===== src/rtl/serial_shift_ctrl_if.sv =====
// Request/result bundle for the multi-cycle shift controller.
//
// Handshake: the controller samples start_i only while it is not shifting
// (busy_o low). A start sampled at a rising edge captures op_i, shamt_i and
// data_i on that edge; those inputs are don't-care at every other edge.
// done_o is a registered one-cycle pulse marking data_o as the valid result,
// and data_o then holds until the next accepted start. A start seen while
// busy_o is high is dropped, not queued.
interface serial_shift_ctrl_if #(
    parameter int WIDTH   = 32,
    parameter int SHAMT_W = 5
);
    logic               start_i;
    logic [1:0]         op_i;
    logic [SHAMT_W-1:0] shamt_i;
    logic [WIDTH-1:0]   data_i;
    logic               busy_o;
    logic               done_o;
    logic [WIDTH-1:0]   data_o;

    // Requester side (ALU sequencer or bench)
    modport master (
        output start_i, op_i, shamt_i, data_i,
        input  busy_o, done_o, data_o
    );

    // Shift controller side
    modport slave (
        input  start_i, op_i, shamt_i, data_i,
        output busy_o, done_o, data_o
    );
endinterface


===== src/rtl/serial_shift_ctrl.sv =====
// Multi-cycle shift unit controller: reuses a single 1-bit shift stage for
// shamt cycles to perform SLL/SRL/SRA/ROL without a barrel shifter.
module serial_shift_ctrl #(
    parameter int WIDTH   = 32,
    parameter int SHAMT_W = 5
) (
    input  logic                 clk_i,
    input  logic                 rst_i,
    serial_shift_ctrl_if.slave   bus,
    output logic [1:0]           state_dbg
);

    typedef enum logic [1:0] {
        ST_IDLE  = 2'd0,
        ST_SHIFT = 2'd1,
        ST_DONE  = 2'd2
    } state_t;

    localparam logic [1:0] OP_SLL = 2'b00;
    localparam logic [1:0] OP_SRL = 2'b01;
    localparam logic [1:0] OP_SRA = 2'b10;
    localparam logic [1:0] OP_ROL = 2'b11;

    state_t             state, state_next;
    logic [WIDTH-1:0]   data_r, data_next;
    logic [SHAMT_W-1:0] cnt, cnt_next;
    logic [1:0]         op_r, op_next;
    logic               busy_r, done_r;

    // One bit of shift/rotate; the whole datapath is this single stage.
    function automatic logic [WIDTH-1:0] step(input logic [1:0] op,
                                              input logic [WIDTH-1:0] d);
        logic [WIDTH-1:0] r;
        r = d;
        case (op)
            OP_SLL:  r = {d[WIDTH-2:0], 1'b0};
            OP_SRL:  r = {1'b0, d[WIDTH-1:1]};
            OP_SRA:  r = {d[WIDTH-1], d[WIDTH-1:1]};
            OP_ROL:  r = {d[WIDTH-2:0], d[WIDTH-1]};
            default: r = d;
        endcase
        return r;
    endfunction

    // Next-state and datapath: accept in IDLE/DONE, iterate in SHIFT.
    always_comb begin
        state_next = state;
        data_next  = data_r;
        cnt_next   = cnt;
        op_next    = op_r;
        case (state)
            ST_IDLE, ST_DONE: begin
                if (bus.start_i) begin
                    data_next  = bus.data_i;
                    op_next    = bus.op_i;
                    cnt_next   = bus.shamt_i;
                    // A zero shift completes immediately with the operand.
                    state_next = (bus.shamt_i == '0) ? ST_DONE : ST_SHIFT;
                end else begin
                    state_next = ST_IDLE;
                end
            end
            ST_SHIFT: begin
                data_next = step(op_r, data_r);
                cnt_next  = cnt - 1'b1;
                if (cnt == SHAMT_W'(1)) begin
                    state_next = ST_DONE;
                end
            end
            default: begin
                state_next = ST_IDLE;
            end
        endcase
    end

    // State, working register and registered status flags.
    always_ff @(posedge clk_i or negedge rst_i) begin
        if (!rst_i) begin
            state  <= ST_IDLE;
            data_r <= '0;
            cnt    <= '0;
            op_r   <= OP_SLL;
            busy_r <= 1'b0;
            done_r <= 1'b0;
        end else begin
            state  <= state_next;
            data_r <= data_next;
            cnt    <= cnt_next;
            op_r   <= op_next;
            busy_r <= (state_next == ST_SHIFT);
            done_r <= (state_next == ST_DONE);
        end
    end

    assign bus.data_o = data_r;
    assign bus.busy_o = busy_r;
    assign bus.done_o = done_r;
    assign state_dbg  = state;

endmodule


===== src/flat_wrapper.sv =====
// flat-port wrapper written by rule: the top's interface ports become plain ports
module serial_shift_ctrl_flat 
#(
    parameter int WIDTH   = 32,
    parameter int SHAMT_W = 5
)
  (clk_i, rst_i, state_dbg, bus_start_i, bus_op_i, bus_shamt_i, bus_data_i, bus_busy_o, bus_done_o, bus_data_o);
  serial_shift_ctrl_if #(.WIDTH(WIDTH), .SHAMT_W(SHAMT_W)) bus_i ();
  input  logic clk_i;
  input  logic rst_i;
  output logic [1:0] state_dbg;
  input wire logic [$bits(bus_i.start_i)-1:0] bus_start_i;
  input wire logic [$bits(bus_i.op_i)-1:0] bus_op_i;
  input wire logic [$bits(bus_i.shamt_i)-1:0] bus_shamt_i;
  input wire logic [$bits(bus_i.data_i)-1:0] bus_data_i;
  output wire logic [$bits(bus_i.busy_o)-1:0] bus_busy_o;
  output wire logic [$bits(bus_i.done_o)-1:0] bus_done_o;
  output wire logic [$bits(bus_i.data_o)-1:0] bus_data_o;
  assign bus_i.start_i = bus_start_i;
  assign bus_i.op_i = bus_op_i;
  assign bus_i.shamt_i = bus_shamt_i;
  assign bus_i.data_i = bus_data_i;
  assign bus_busy_o = bus_i.busy_o;
  assign bus_done_o = bus_i.done_o;
  assign bus_data_o = bus_i.data_o;
  serial_shift_ctrl #(.WIDTH(WIDTH), .SHAMT_W(SHAMT_W)) u_core (.clk_i(clk_i), .rst_i(rst_i), .bus(bus_i), .state_dbg(state_dbg));
endmodule

===== config.mk =====
export PLATFORM = sky130hd
export DESIGN_NAME = serial_shift_ctrl_flat
export DESIGN_NICKNAME = d
export VERILOG_FILES = /design/src/rtl/serial_shift_ctrl_if.sv /design/src/rtl/serial_shift_ctrl.sv /design/src/flat_wrapper.sv
export SDC_FILE = /design/constraint.sdc
export NUM_CORES = 1
export LEC_CHECK = 0
export CAP_MARGIN = 20
export CORE_MARGIN = 4
export CORE_UTILIZATION = 30
export CTS_CLUSTER_DIAMETER = 120
export DETAILED_ROUTE_END_ITERATION = 6
export HOLD_SLACK_MARGIN = 0.12
export MAX_ROUTING_LAYER = met4
export PLACE_DENSITY = 0.59
export SETUP_SLACK_MARGIN = 0.2
export SYNTH_ARGS = -nofsm -noshare
export SYNTH_HDL_FRONTEND = slang
export SYNTH_SLANG_ARGS = --single-unit

===== constraint.sdc =====
create_clock -name clk_i -period 1.3 [get_ports clk_i]
set_input_delay 0.325 -clock clk_i [delete_from_list [all_inputs] [get_ports clk_i]]
set_output_delay 0.325 -clock clk_i [all_outputs]
set_load 0.01 [all_outputs]

==> flow_metrics.env, run 1 <==
export IMPL_status="finished with violations"
export IMPL_violations="negative setup slack"
export IMPL_cts_htree_levels=2
export IMPL_clock_skew_ns=0.00342
export IMPL_crit_top_cell="buf_6"
export IMPL_drtPass1Iterations=4
export IMPL_max_vdd_ir_drop_mv=0.945
export IMPL_nets=390
export IMPL_worst_slack_ns=-0.129
export IMPL_switching_share_pct=37.4
export IMPL_power_share_clock_pct=9.2
export IMPL_reg2reg_depth=6
export IMPL_drt_initial_drc_count=38
export IMPL_setup_violations=36
export IMPL_dp_hpwl_mm=4.57
export IMPL_synth_seq_cells=43
export IMPL_grt_max_degree=44
export IMPL_reg2reg_slack_ns=-0.13
export IMPL_start_util_pct=31.0
export IMPL_relSlewSlack_pct=77.9
export IMPL_coreArea_mm2=0.00781
export IMPL_cts_buffers=5
export IMPL_whs_endpoint="u_core.cnt[0]"
export IMPL_area_growth_pct=66.6
export IMPL_vias=2093
export IMPL_place_ws_ns=-0.422
export IMPL_worstHoldStart="bus_shamt_i[0]"
export IMPL_crit_fanout=4
export IMPL_finalHoldViolCount=0
export IMPL_syn_area_per_cell_um2=12.1
export IMPL_path_delay_family="flip-flops"
export IMPL_netlist_instances=200
export IMPL_setup_tns_ns=-2.35
export IMPL_power_frac_seq_pct=23.7
export IMPL_critPathMaxStageDelay_ns=0.41
export IMPL_tightest_slew_ns=0.330
export IMPL_p_leak_nw=2.04
export IMPL_design_area_mm2=0.00404
export IMPL_hold_path_class="input pin to register"
export IMPL_crit_path_start_kind="register"
export IMPL_yosysWarnings=0
export IMPL_cts_clk_slew_worst_paths_ns=0.08
export IMPL_cts_num_sinks=43
export IMPL_die_height_um=97.9
export IMPL_place_congestion=0.782
export IMPL_crit_arrival_ns=1.61
export IMPL_vias_per_cell=4.66
export IMPL_worstSetupEndpointType="register"
export IMPL_ys_seq_area_share_pct=44.4
export IMPL_path_class="register to register"
export IMPL_instances_no_fill=449
export IMPL_layout_drive_gt1_share_pct=40.9
export IMPL_routedWlPerCell_um=15.1
export IMPL_numPortBuffers=77
export IMPL_cts_root_buf="clkbuf_8"
export IMPL_p_int_mw=6.54
export IMPL_ant_nets=0
export IMPL_holdPathStages=3
export IMPL_antenna_cells=0
export IMPL_crit_buf_inv=3
export IMPL_gr_total_overflow=0
export IMPL_track_usage_pct=14.5
export IMPL_insertion_delay_ns=0.30
export IMPL_grt_pass1_wl_mm=11.0
export IMPL_power_density_mw_per_mm2=2590
export IMPL_worstPathCellList="buf_6 -> nor2b_4 -> buf_4 -> buf_6 -> mux2i_1 -> a221o_1"
export IMPL_rsz0062_at_grt="true"
export IMPL_r2r_end="u_core.cnt[2]"
export IMPL_worstPathRequired_ns=1.48
export IMPL_dp_cells=419
export IMPL_pwr_share_comb_pct=67.1
export IMPL_fin_crit_ns=1.43
export IMPL_cts_tree="built"
export IMPL_period_share_pct=110
export IMPL_synth_area_mm2=0.00242
export IMPL_drc=0
export IMPL_antenna_found_initial=0
export IMPL_n_fill_cell=735
export IMPL_layout_common_cells="92 x mux2i_1, 59 x buf_4, 41 x dfrtp_1"
export IMPL_clk_path_buf_depth=2
export IMPL_cap_violations=0
export IMPL_worstReg2RegStart="u_core.state_dbg[0]"
export IMPL_seqCellArea_mm2=0.00108
export IMPL_fp_dieW_um=97.9
export IMPL_crit_slowest_cell="dfrtp_2"
export IMPL_final_common_cell="mux2i_1"
export IMPL_pin_count=78
export IMPL_switching_power_mw=3.91
export IMPL_fmaxAchievable_ghz=0.700
export IMPL_synth_net_count=244
export IMPL_die_area_mm2=0.00958
export IMPL_place_area_mm2=0.00377
export IMPL_rows=32
export IMPL_multi_input_area_mm2=0.00137
export IMPL_grt_pass1_vias=2211
export IMPL_wl_mm=6.79
export IMPL_total_power_mw=10.5
export IMPL_maxSlewViolCount=0
export IMPL_ys_types=28
[metal layers]
layer	part of all wire (%)	track usage, %
met3	4.4	3.50
met2	48	22.4
met1	47	19.2
met5	0	-
met4	0.93	3.19
[metrics by stage]
step	hold WS (ns)	utilization [%]
after global routing	0.519	51.7
final	0.504	51.7
after CTS	0.490	49.9
after detailed placement	0.329	48.3
after global placement	0.327	48.3
after floorplan	0.0294	-
[logic make-up (layout without fill, tap and decap cells)]
logic type / after synthesis / after routing / synth area share [%]
simple gates: 25 / 25 / 5.37
xor+xnor: 1 / 1 / 0.672
compound gates: 15 / 15 / 4.86
flops: 43 / 43 / 44.4
fa+ha+maj: 2 / 2 / 1.03
buf+inv: 19 / 166 / 4.34
mux: 95 / 95 / 39.3
[cells in the mapped netlist]
cell type  count  area [um^2]
or4_1          1         7.51
a21oi_1        1         5.00
nand3_1        2         10.0
inv_1          5         18.8
dfrtp_1       43         1080
nand2_1        9         33.8
nand2b_1       2         12.5
buf_6          3         33.8
ha_1           2         25.0
buf_2          9         45.0
o221a_2        1         11.3
a31oi_1        1         6.26
nor3_1         1         5.00
and3_1         1         6.26
nor4b_1        1         8.76
a32o_1         1         10.0
nor2_1         3         11.3
clkbuf_1       2         7.51
mux2i_1       94          941
xnor2_2        1         16.3
o21ai_0        4         20.0
o211a_1        1         10.0
nor2b_1        2         12.5
mux2_2         1         11.3
o31ai_1        2         15.0
nor3b_1        2         15.0
and2b_1        1         7.51
a221o_1        4         40.0
[registers in the layout (all words and copies together), names as in the netlist]
name	cells
u_core.bus.data_o	32
u_core.cnt	5
u_core.bus.busy_o	1
u_core.bus.done_o	1
u_core.op_r	2
u_core.state_dbg	2
[power groups by stage]
stage / Combinational [mW] / Sequential [mW] / Clock, mW
finish: 7.01 / 2.48 / 0.965
global route: 7.68 / 2.57 / 1.04
CTS: 6.74 / 2.47 / 1.00
detailed placement: 6.80 / 2.50 / 0
global placement: 6.73 / 2.51 / 0
floorplan: 3.38 / 2.88 / 0
[worst max path at each step]
stage | startpoint | to | slack, ns | cells after the start
3_3_place_gp | bus_start_i | u_core.cnt[2] | -0.39 | 5
6_report | u_core.state_dbg[0] | u_core.cnt[2] | -0.13 | 6
4_1_cts | u_core.state_dbg[0] | u_core.cnt[3] | -0.09 | 4
3_5_place_dp | bus_start_i | u_core.cnt[2] | -0.42 | 5
2_1_floorplan | u_core.op_r[1] | u_core.bus.data_o[2] | 0.02 | 4
5_1_grt | u_core.state_dbg[0] | u_core.bus.data_o[4] | -0.17 | 6
[tightest hold or removal path, stage by stage]
cell and delay, ns:
dlygate4sd2_1 0.22, buf_4 0.11, a221o_1 0.12
[what timing repair did]
item,4_1_cts,5_1_grt
pin swaps,8,4
hold buffers,1,0
setup buffers,13,6
gates resized for setup,164,19
hold endpoints to repair,43,0
cloned,1,1
setup endpoints to repair,79,79
[cell type report]
cell class,count,area share (%)
multi-input cells,138,33.9
clock buffers,8,2.48
repair buffers,153,33.2
well taps,102,3.16
flip-flops and latches,43,26.7
inverters,5,0.465
Note: power is estimated with default switching activity, not from simulation.
==> run 2: changes to the inputs <==
--- a/config.mk
+++ b/config.mk
@@ -10,6 +10,7 @@
 export CORE_UTILIZATION = 30
 export CTS_CLUSTER_DIAMETER = 120
 export DETAILED_ROUTE_END_ITERATION = 6
+export GPL_ROUTABILITY_DRIVEN = 1
 export HOLD_SLACK_MARGIN = 0.12
 export MAX_ROUTING_LAYER = met4
 export PLACE_DENSITY = 0.59
==> results of run 2 <==
Same layout as run 1: the final DEF is identical, and so are final timing and power.
